## src/rtl/instr_loader.sv

```systemverilog
// instr_loader
//   Upstream feeder for the instruction register. Instructions arrive on a
//   valid/ready stream and are buffered in a small FIFO. A start pulse
//   launches a burst that writes `count` instructions into consecutive
//   register slots beginning at `base_addr`, wrapping modulo 2**ADDR_W.
//
// Ports
//   clk, reset       clock; asynchronous active-high reset
//   in_valid/ready   instruction stream handshake (ready = FIFO not full)
//   in_opcode        4-bit opcode
//   in_operand_a/b   32-bit signed operands
//   start            one-cycle pulse, honoured only in IDLE
//   base_addr        first slot of the burst (sampled on start)
//   count            number of writes, 0..2**ADDR_W (sampled on start)
//   busy             high while the burst is in LOAD
//   done             one-cycle pulse when the burst completes
//   load_en          register write strobe
//   write_pointer    slot addressed by load_en
//   opcode/operand_a/operand_b  registered fields presented with load_en
module instr_loader #(
    parameter int FIFO_DEPTH = 4,
    parameter int ADDR_W     = 5
) (
    input  logic                clk,
    input  logic                reset,
    input  logic                in_valid,
    output logic                in_ready,
    input  logic [3:0]          in_opcode,
    input  logic signed [31:0]  in_operand_a,
    input  logic signed [31:0]  in_operand_b,
    input  logic                start,
    input  logic [ADDR_W-1:0]   base_addr,
    input  logic [ADDR_W:0]     count,
    output logic                busy,
    output logic                done,
    output logic                load_en,
    output logic [ADDR_W-1:0]   write_pointer,
    output logic [3:0]          opcode,
    output logic signed [31:0]  operand_a,
    output logic signed [31:0]  operand_b
);

    localparam int PTR_W = $clog2(FIFO_DEPTH);
    localparam logic [PTR_W:0]  OCC_FULL = (PTR_W+1)'(FIFO_DEPTH);
    localparam logic [ADDR_W:0] REM_ONE  = (ADDR_W+1)'(1);

    localparam logic [1:0] S_IDLE = 2'd0;
    localparam logic [1:0] S_LOAD = 2'd1;
    localparam logic [1:0] S_DONE = 2'd2;

    typedef struct packed {
        logic [3:0]  opcode;
        logic [31:0] operand_a;
        logic [31:0] operand_b;
    } instr_t;

    // ------------------------------------------------------------------
    // Input FIFO
    // ------------------------------------------------------------------
    instr_t           mem [FIFO_DEPTH];
    logic [PTR_W-1:0] wr_ptr;
    logic [PTR_W-1:0] rd_ptr;
    logic [PTR_W:0]   occ;
    instr_t           head;
    logic             push;
    logic             pop;

    logic [1:0]        state;
    logic [ADDR_W-1:0] ptr;
    logic [ADDR_W:0]   remaining;

    // Ready looks only at pre-pop occupancy, so a full FIFO refuses a push
    // even in a cycle where it is also being popped.
    assign in_ready = (occ != OCC_FULL);
    assign push     = in_valid && in_ready;
    assign pop      = (state == S_LOAD) && (occ != '0) && (remaining != '0);
    assign head     = mem[rd_ptr];

    // Storage has no reset; only the pointers define what is valid.
    always_ff @(posedge clk) begin
        if (push) begin
            mem[wr_ptr] <= '{opcode:    in_opcode,
                             operand_a: in_operand_a,
                             operand_b: in_operand_b};
        end
    end

    always_ff @(posedge clk or posedge reset) begin
        if (reset) begin
            wr_ptr <= '0;
            rd_ptr <= '0;
            occ    <= '0;
        end else begin
            if (push) wr_ptr <= wr_ptr + 1'b1;
            if (pop)  rd_ptr <= rd_ptr + 1'b1;
            case ({push, pop})
                2'b10:   occ <= occ + 1'b1;
                2'b01:   occ <= occ - 1'b1;
                default: occ <= occ;
            endcase
        end
    end

    // ------------------------------------------------------------------
    // Burst FSM
    // ------------------------------------------------------------------
    always_ff @(posedge clk or posedge reset) begin
        if (reset) begin
            state     <= S_IDLE;
            ptr       <= '0;
            remaining <= '0;
        end else begin
            case (state)
                S_IDLE: begin
                    if (start) begin
                        ptr       <= base_addr;
                        remaining <= count;
                        state     <= (count == '0) ? S_DONE : S_LOAD;
                    end
                end
                S_LOAD: begin
                    // An empty FIFO simply stalls here.
                    if (pop) begin
                        ptr       <= ptr + 1'b1;      // wraps modulo 2**ADDR_W
                        remaining <= remaining - 1'b1;
                        if (remaining == REM_ONE) state <= S_DONE;
                    end
                end
                S_DONE:  state <= S_IDLE;
                default: state <= S_IDLE;
            endcase
        end
    end

    assign busy = (state == S_LOAD);
    assign done = (state == S_DONE);

    // ------------------------------------------------------------------
    // Registered register-write port. Fields and pointer only change on a
    // pop, so they hold the last written instruction while load_en is low.
    // ------------------------------------------------------------------
    always_ff @(posedge clk or posedge reset) begin
        if (reset) begin
            load_en       <= 1'b0;
            write_pointer <= '0;
            opcode        <= '0;
            operand_a     <= '0;
            operand_b     <= '0;
        end else begin
            load_en <= pop;
            if (pop) begin
                write_pointer <= ptr;
                opcode        <= head.opcode;
                operand_a     <= head.operand_a;
                operand_b     <= head.operand_b;
            end
        end
    end

endmodule

```

## config.mk

```make
export PLATFORM = sky130hd
export DESIGN_NAME = instr_loader
export DESIGN_NICKNAME = d
export VERILOG_FILES = /design/src/rtl/instr_loader.sv
export SDC_FILE = /design/constraint.sdc
export NUM_CORES = 1
export LEC_CHECK = 0
export ABC_AREA = 1
export CORE_UTILIZATION = 55
export DETAILED_ROUTE_END_ITERATION = 6
export GPL_TIMING_DRIVEN = 0
export PLACE_DENSITY = 0.76
export SYNTH_ARGS = -nofsm -noshare
export SYNTH_HDL_FRONTEND = slang
export SYNTH_SLANG_ARGS = --single-unit
```

## constraint.sdc

```tcl
create_clock -name clk -period 8.5 [get_ports clk]
set_input_delay 2.125 -clock clk [delete_from_list [all_inputs] [get_ports clk]]
set_output_delay 2.125 -clock clk [all_outputs]
set_load 0.05 [all_outputs]
```

* Yosys cells after proc, flatten, opt, wreduce, memory -nomap -nowiden
Memories as Yosys holds them, arrays and structs flattened. A register that Yosys moved wholly into a read port is not among the register bits. Index checks and enable logic that the tools add are counted.
Operators by class: add/sub/neg operators 6, eq/ne operators 9, multiplexer cells 14, reduce and logical (&&, ||, !) cells 11
Operators with widths (number):
- 6-bit 2-to-1 mux | 2
- 6-bit one-hot mux with 2 select lines | 1
- 5-bit 2-to-1 mux | 2
- 5-bit one-hot mux with 2 select lines | 1
- 2-bit 2-to-1 mux | 4
- 6-bit by 1-bit equality test with 1-bit output, second input constant | 1
- 6-bit logical NOT | 1
- 3-bit one-hot mux with 2 select lines | 1
- 3-bit AND reduction | 2
- 6-bit nonzero test | 1
- 6-bit by 1-bit subtractor with 6-bit output, second input constant | 1
- 5-bit by 1-bit adder with 5-bit output, second input constant | 1
- 2-bit by 1-bit adder with 2-bit output, second input constant | 2
- 2-bit by 1-bit equality test with 1-bit output, second input constant | 2
- 2-bit equality test, second input constant | 2
- 2-bit by 1-bit inequality test with 1-bit output, second input constant | 2
- 2-bit one-hot mux with 2 select lines | 1
- 2-bit nonzero test | 2
- 3-bit by 1-bit adder with 3-bit output, second input constant | 1
- 1-bit logical AND | 3
- 3-bit inequality test, second input constant | 1
- 3-bit nonzero test | 1
- 3-bit by 1-bit subtractor with 3-bit output, second input constant | 1
- 2-bit logical NOT | 1
- 2 further kinds | 3
Word-level totals: register bits 26, memory bits (writable) 272, bits of input ports 83, word-level logic and storage cells 49, memories 1
Memories:
- mem | words 4, width 68, read ports 1, clocked after Yosys merged registers in 1, wr ports 1, RTL line 60 | instr_t mem [FIFO_DEPTH];

* Logic depth before layout (Yosys ltp)
depth after elaboration 5, gate-level depth with buffers 13

* Least setup slack after synthesis
No wires, ideal clock.
kind input -> register, start point input in_valid, end point memory mem[0][0] (netlist bit) (enable), setup time 495 ps, arrival time 5178 ps, required time 8005 ps, slack 2827 ps, stages 2, buffers on the path 0, cells stage by stage nand2_1 -> nor2_1
Between the ends: cells in the longest elaborated chain, start to end 3
RTL lines:
- start: declaration | RTL line 26 | input logic in_valid,
- 1-bit logical AND | RTL line 75 | assign push = in_valid && in_ready;
- 1-bit 2-to-1 mux | RTL line 81 | if (push) begin
- 1-bit 2-to-1 mux (implied by the code) | RTL line 82 | mem[wr_ptr] <= '{opcode: in_opcode,
- end: declaration | RTL line 60
Every way passes these cells.

* Final worst setup path
start point register state[1], end point output done
Between the ends: cells in the longest elaborated chain, start to end 1
RTL lines:
- start: declaration | RTL line 68 | logic [1:0] state;
- start signal: assignment | RTL line 118 | state <= (count == '0) ? S_DONE : S_LOAD;
- 2-bit equality test | RTL line 136 | assign done = (state == S_DONE);
- end: declaration | RTL line 35 | output logic done,
Every way passes these cells.

==> run metrics <==
Hold Crit Class reg2reg; Layout Nets 1454; Logic pwr share 43.0%; Yosys reg bits 366; largest net degree at the start of global routing 60; Total Wirelength ~33 mm; fraction of layout cells with a size suffix above 1 9.56%; ys async rst share 25.7%; row count 58; max-slew violations 0; CTS buffer count 38; CP required 6.38 ns; Final period util between 50% and 60%; status complete, no violations; Internal roughly 0.0045 W; Detail Route Antenna Nets 0; Clk pin slew, worst setup/hold paths 0.06 ns; reg2reg start remaining[0]$_DFFE_PP0P_; Clk pwr share a little over a fifth; cell taking the most area after synthesis edfxtp_1; GRT overflow 0; Final Non-Filler Cells ~1700; Synth Flop Type edfxtp_1; via count ~9500; CP endpoint kind primary output; count of final hold-check violations 0; via count of the first global-routing pass 9366; worst reg2reg setup slack 5.78 ns; crit path time final 4.38 ns; DIE AREA 26500 µm²; Die H around 160 µm; RSZ-0062 raised after global routing false; Final setup viols 0; post-CTS sizing 0; Area contributors post-synth edfxtp_1 (57%), dfrtp_1 (17%), nor2_1 (9.6%), o21ai_0 (5.2%), a31oi_1 (2.3%); hold depth 2; DRC errors left 0; Hold Crit Start write_pointer[4]$_DFFE_PP0P_; hold_buf cts 0; Syn-to-layout area delta 24.9%; Root Buffer clkbuf_16; Initial Util 56.3%; P_leak 6.47 nW; I/O Buffers 159; Sw Ratio 40.7%; CP arrival 2.25 ns; Synth top cells by count nor2_1 (365), edfxtp_1 (272), o21ai_0 (148); Hold EP write_pointer[4]$_DFFE_PP0P_; Core Box Area 25300 µm²; EDFF count, synth 272; Initial DRT Pass Iterations 7; post-DR wirelength/cell approximately 19 µm; Rel. slew slack a little under half; syn nets 1244; GR Util All Layers 25.6%; clk_lat worst skew 0.52 ns; clk buf depth 3; vias per inst ~5.5; Worst-Margin Slew 0.785 ns; Critical Path Start Type register; Worst Skew 0.0127 ns; Warnings, synthesis 0; Synth cell types 28; initial antenna violation count 2; Max Cap Violations 0; Placed Instances 1652; # IOs 160; PwrDens around 430 nW/µm²; top cell type's share of synthesized area 57.5%; Placer Congestion 0.809; Flop pwr share 35.3%; worst r2r dst occ[2]$_DFFE_PP0P_; CP Max Fanout 10; initial DRC count 1080; Worst Reg-to-Reg Cells 13; CTS tree done; clk sinks between 300 and 400; first-pass GRT wire length about 50 mm; Setup CP Type reg2out; cell count after synthesis 1152; Max VDD drop 299 µV; Peak Freq 228 MHz; sequential share of the synthesized area 74.1%; Die W approximately 160 µm; NetSw between 0.003 and 0.004 W; htree depth 2; dpl hpwl 20.5 mm; Power, Total between 0.007 and 0.008 W; most numerous cell in the Yosys netlist nor2_1; Mapped Area 14200 µm²; ANT cells 0; mean area per synthesized cell 12.3 µm²; postcts setup bufs 0
placed cells by master, fill, tap and decap left out, types with 2 or more instances in the layout:
master and n:
inv_2 3, nand2_4 2, buf_16 4, inv_4 2, clkdlybuf4s50_1 159, a21oi_1 3, clkbuf_8 4, bufinv_16 2
a31oi_1 53, nor2_4 4, xor2_1 3, buf_4 2, buf_6 8, nand2_1 71, nor2_1 361, clkbuf_1 29
edfxtp_1 272, inv_1 21, clkinvlp_4 2, clkbuf_16 41, clkinv_1 6, nand3_1 20, a31oi_2 16, o21ai_0 148
buf_1 6, buf_12 7, clkinv_2 5, dfrtp_1 94, ha_1 8, buf_2 26
worst max-delay path, cell delays in order (launching register included):
cell and delay, ns:
dfrtp_1 0.40, inv_2 0.13, clkbuf_1 0.41, nor2_1 0.08, clkdlybuf4s50_1 0.71
layer usage:
| metal | global-route usage, % | vias to the layer above | part of all wire (%) |
|---|---|---|---|
| met5 | 0 | - | 0.094 |
| met4 | 8.28 | 4 | 1.8 |
| met3 | 4.07 | 45 | 6.9 |
| met2 | 43.0 | 406 | 51 |
| met1 | 34.2 | 4643 | 41 |
| li1 | - | 4447 | - |
registers in the layout, summed over array words and instances (netlist names):
| name | flops |
|---|---|
| mem | 272 |
| operand_a | 32 |
| operand_b | 32 |
| remaining | 6 |
| ptr | 5 |
| write_pointer | 5 |
| opcode | 4 |
| occ | 3 |
| rd_ptr | 2 |
| state | 2 |
| wr_ptr | 2 |
| load_en | 1 |
power groups by stage:
stage | registers, W | logic, W | clock network, W
floorplan | 0.00329 | 0.00153 | 0
global placement | 0.00274 | 0.00308 | 0
detailed placement | 0.00270 | 0.00324 | 0
CTS | 0.00267 | 0.00326 | 0.00166
global route | 0.00271 | 0.00352 | 0.00173
finish | 0.00267 | 0.00325 | 0.00164
stage by stage:
stage	hold slack [ns]	TNS (ns)	worst slack [ns]	util, %	area, µm²
after floorplan	0.464	0	2.83	-	14200
after global placement	0.465	-20.98	-0.130	64.2	16200
after detailed placement	0.473	0	3.92	65.3	16500
after CTS	0.489	0	4.13	70.2	17700
after global routing	0.523	0	4.03	70.2	17700
final	0.486	0	4.12	70.2	17700
cell type report:
class	instances	area [µm²]
flip-flops and latches	366	10500
fillers	1729	7510
multi-input cells	695	3260
repair buffers	170	1840
clock buffers	53	1110
well taps	330	413
plain buffers	64	352
clock inverters	16	136
inverters	27	106
worst max path at each step:
stage | start | end | slack, ns | depth (start not counted)
2_1_floorplan | in_valid | mem[0][0]$_DFFE_PP_ | 2.83 | 2
3_3_place_gp | in_valid | mem[3][42]$_DFFE_PP_ | -0.13 | 3
3_5_place_dp | in_valid | mem[2][42]$_DFFE_PP_ | 3.92 | 5
4_1_cts | state[1]$_DFFE_PP0P_ | done | 4.13 | 4
5_1_grt | state[1]$_DFFE_PP0P_ | done | 4.03 | 4
6_report | state[1]$_DFFE_PP0P_ | done | 4.12 | 4
cell families (layout without fill, tap and decap cells):
family          Yosys count  in the layout  share of synthesized area (%)
compound gates          221            221                           9.12
xor+xnor                  4              4                          0.247
fa+ha+maj                 9              9                          0.846
buf+inv                  91            330                           3.21
flops                   366            366                           74.1
simple gates            461            461                           12.5
(Power assumes the default switching activity.)
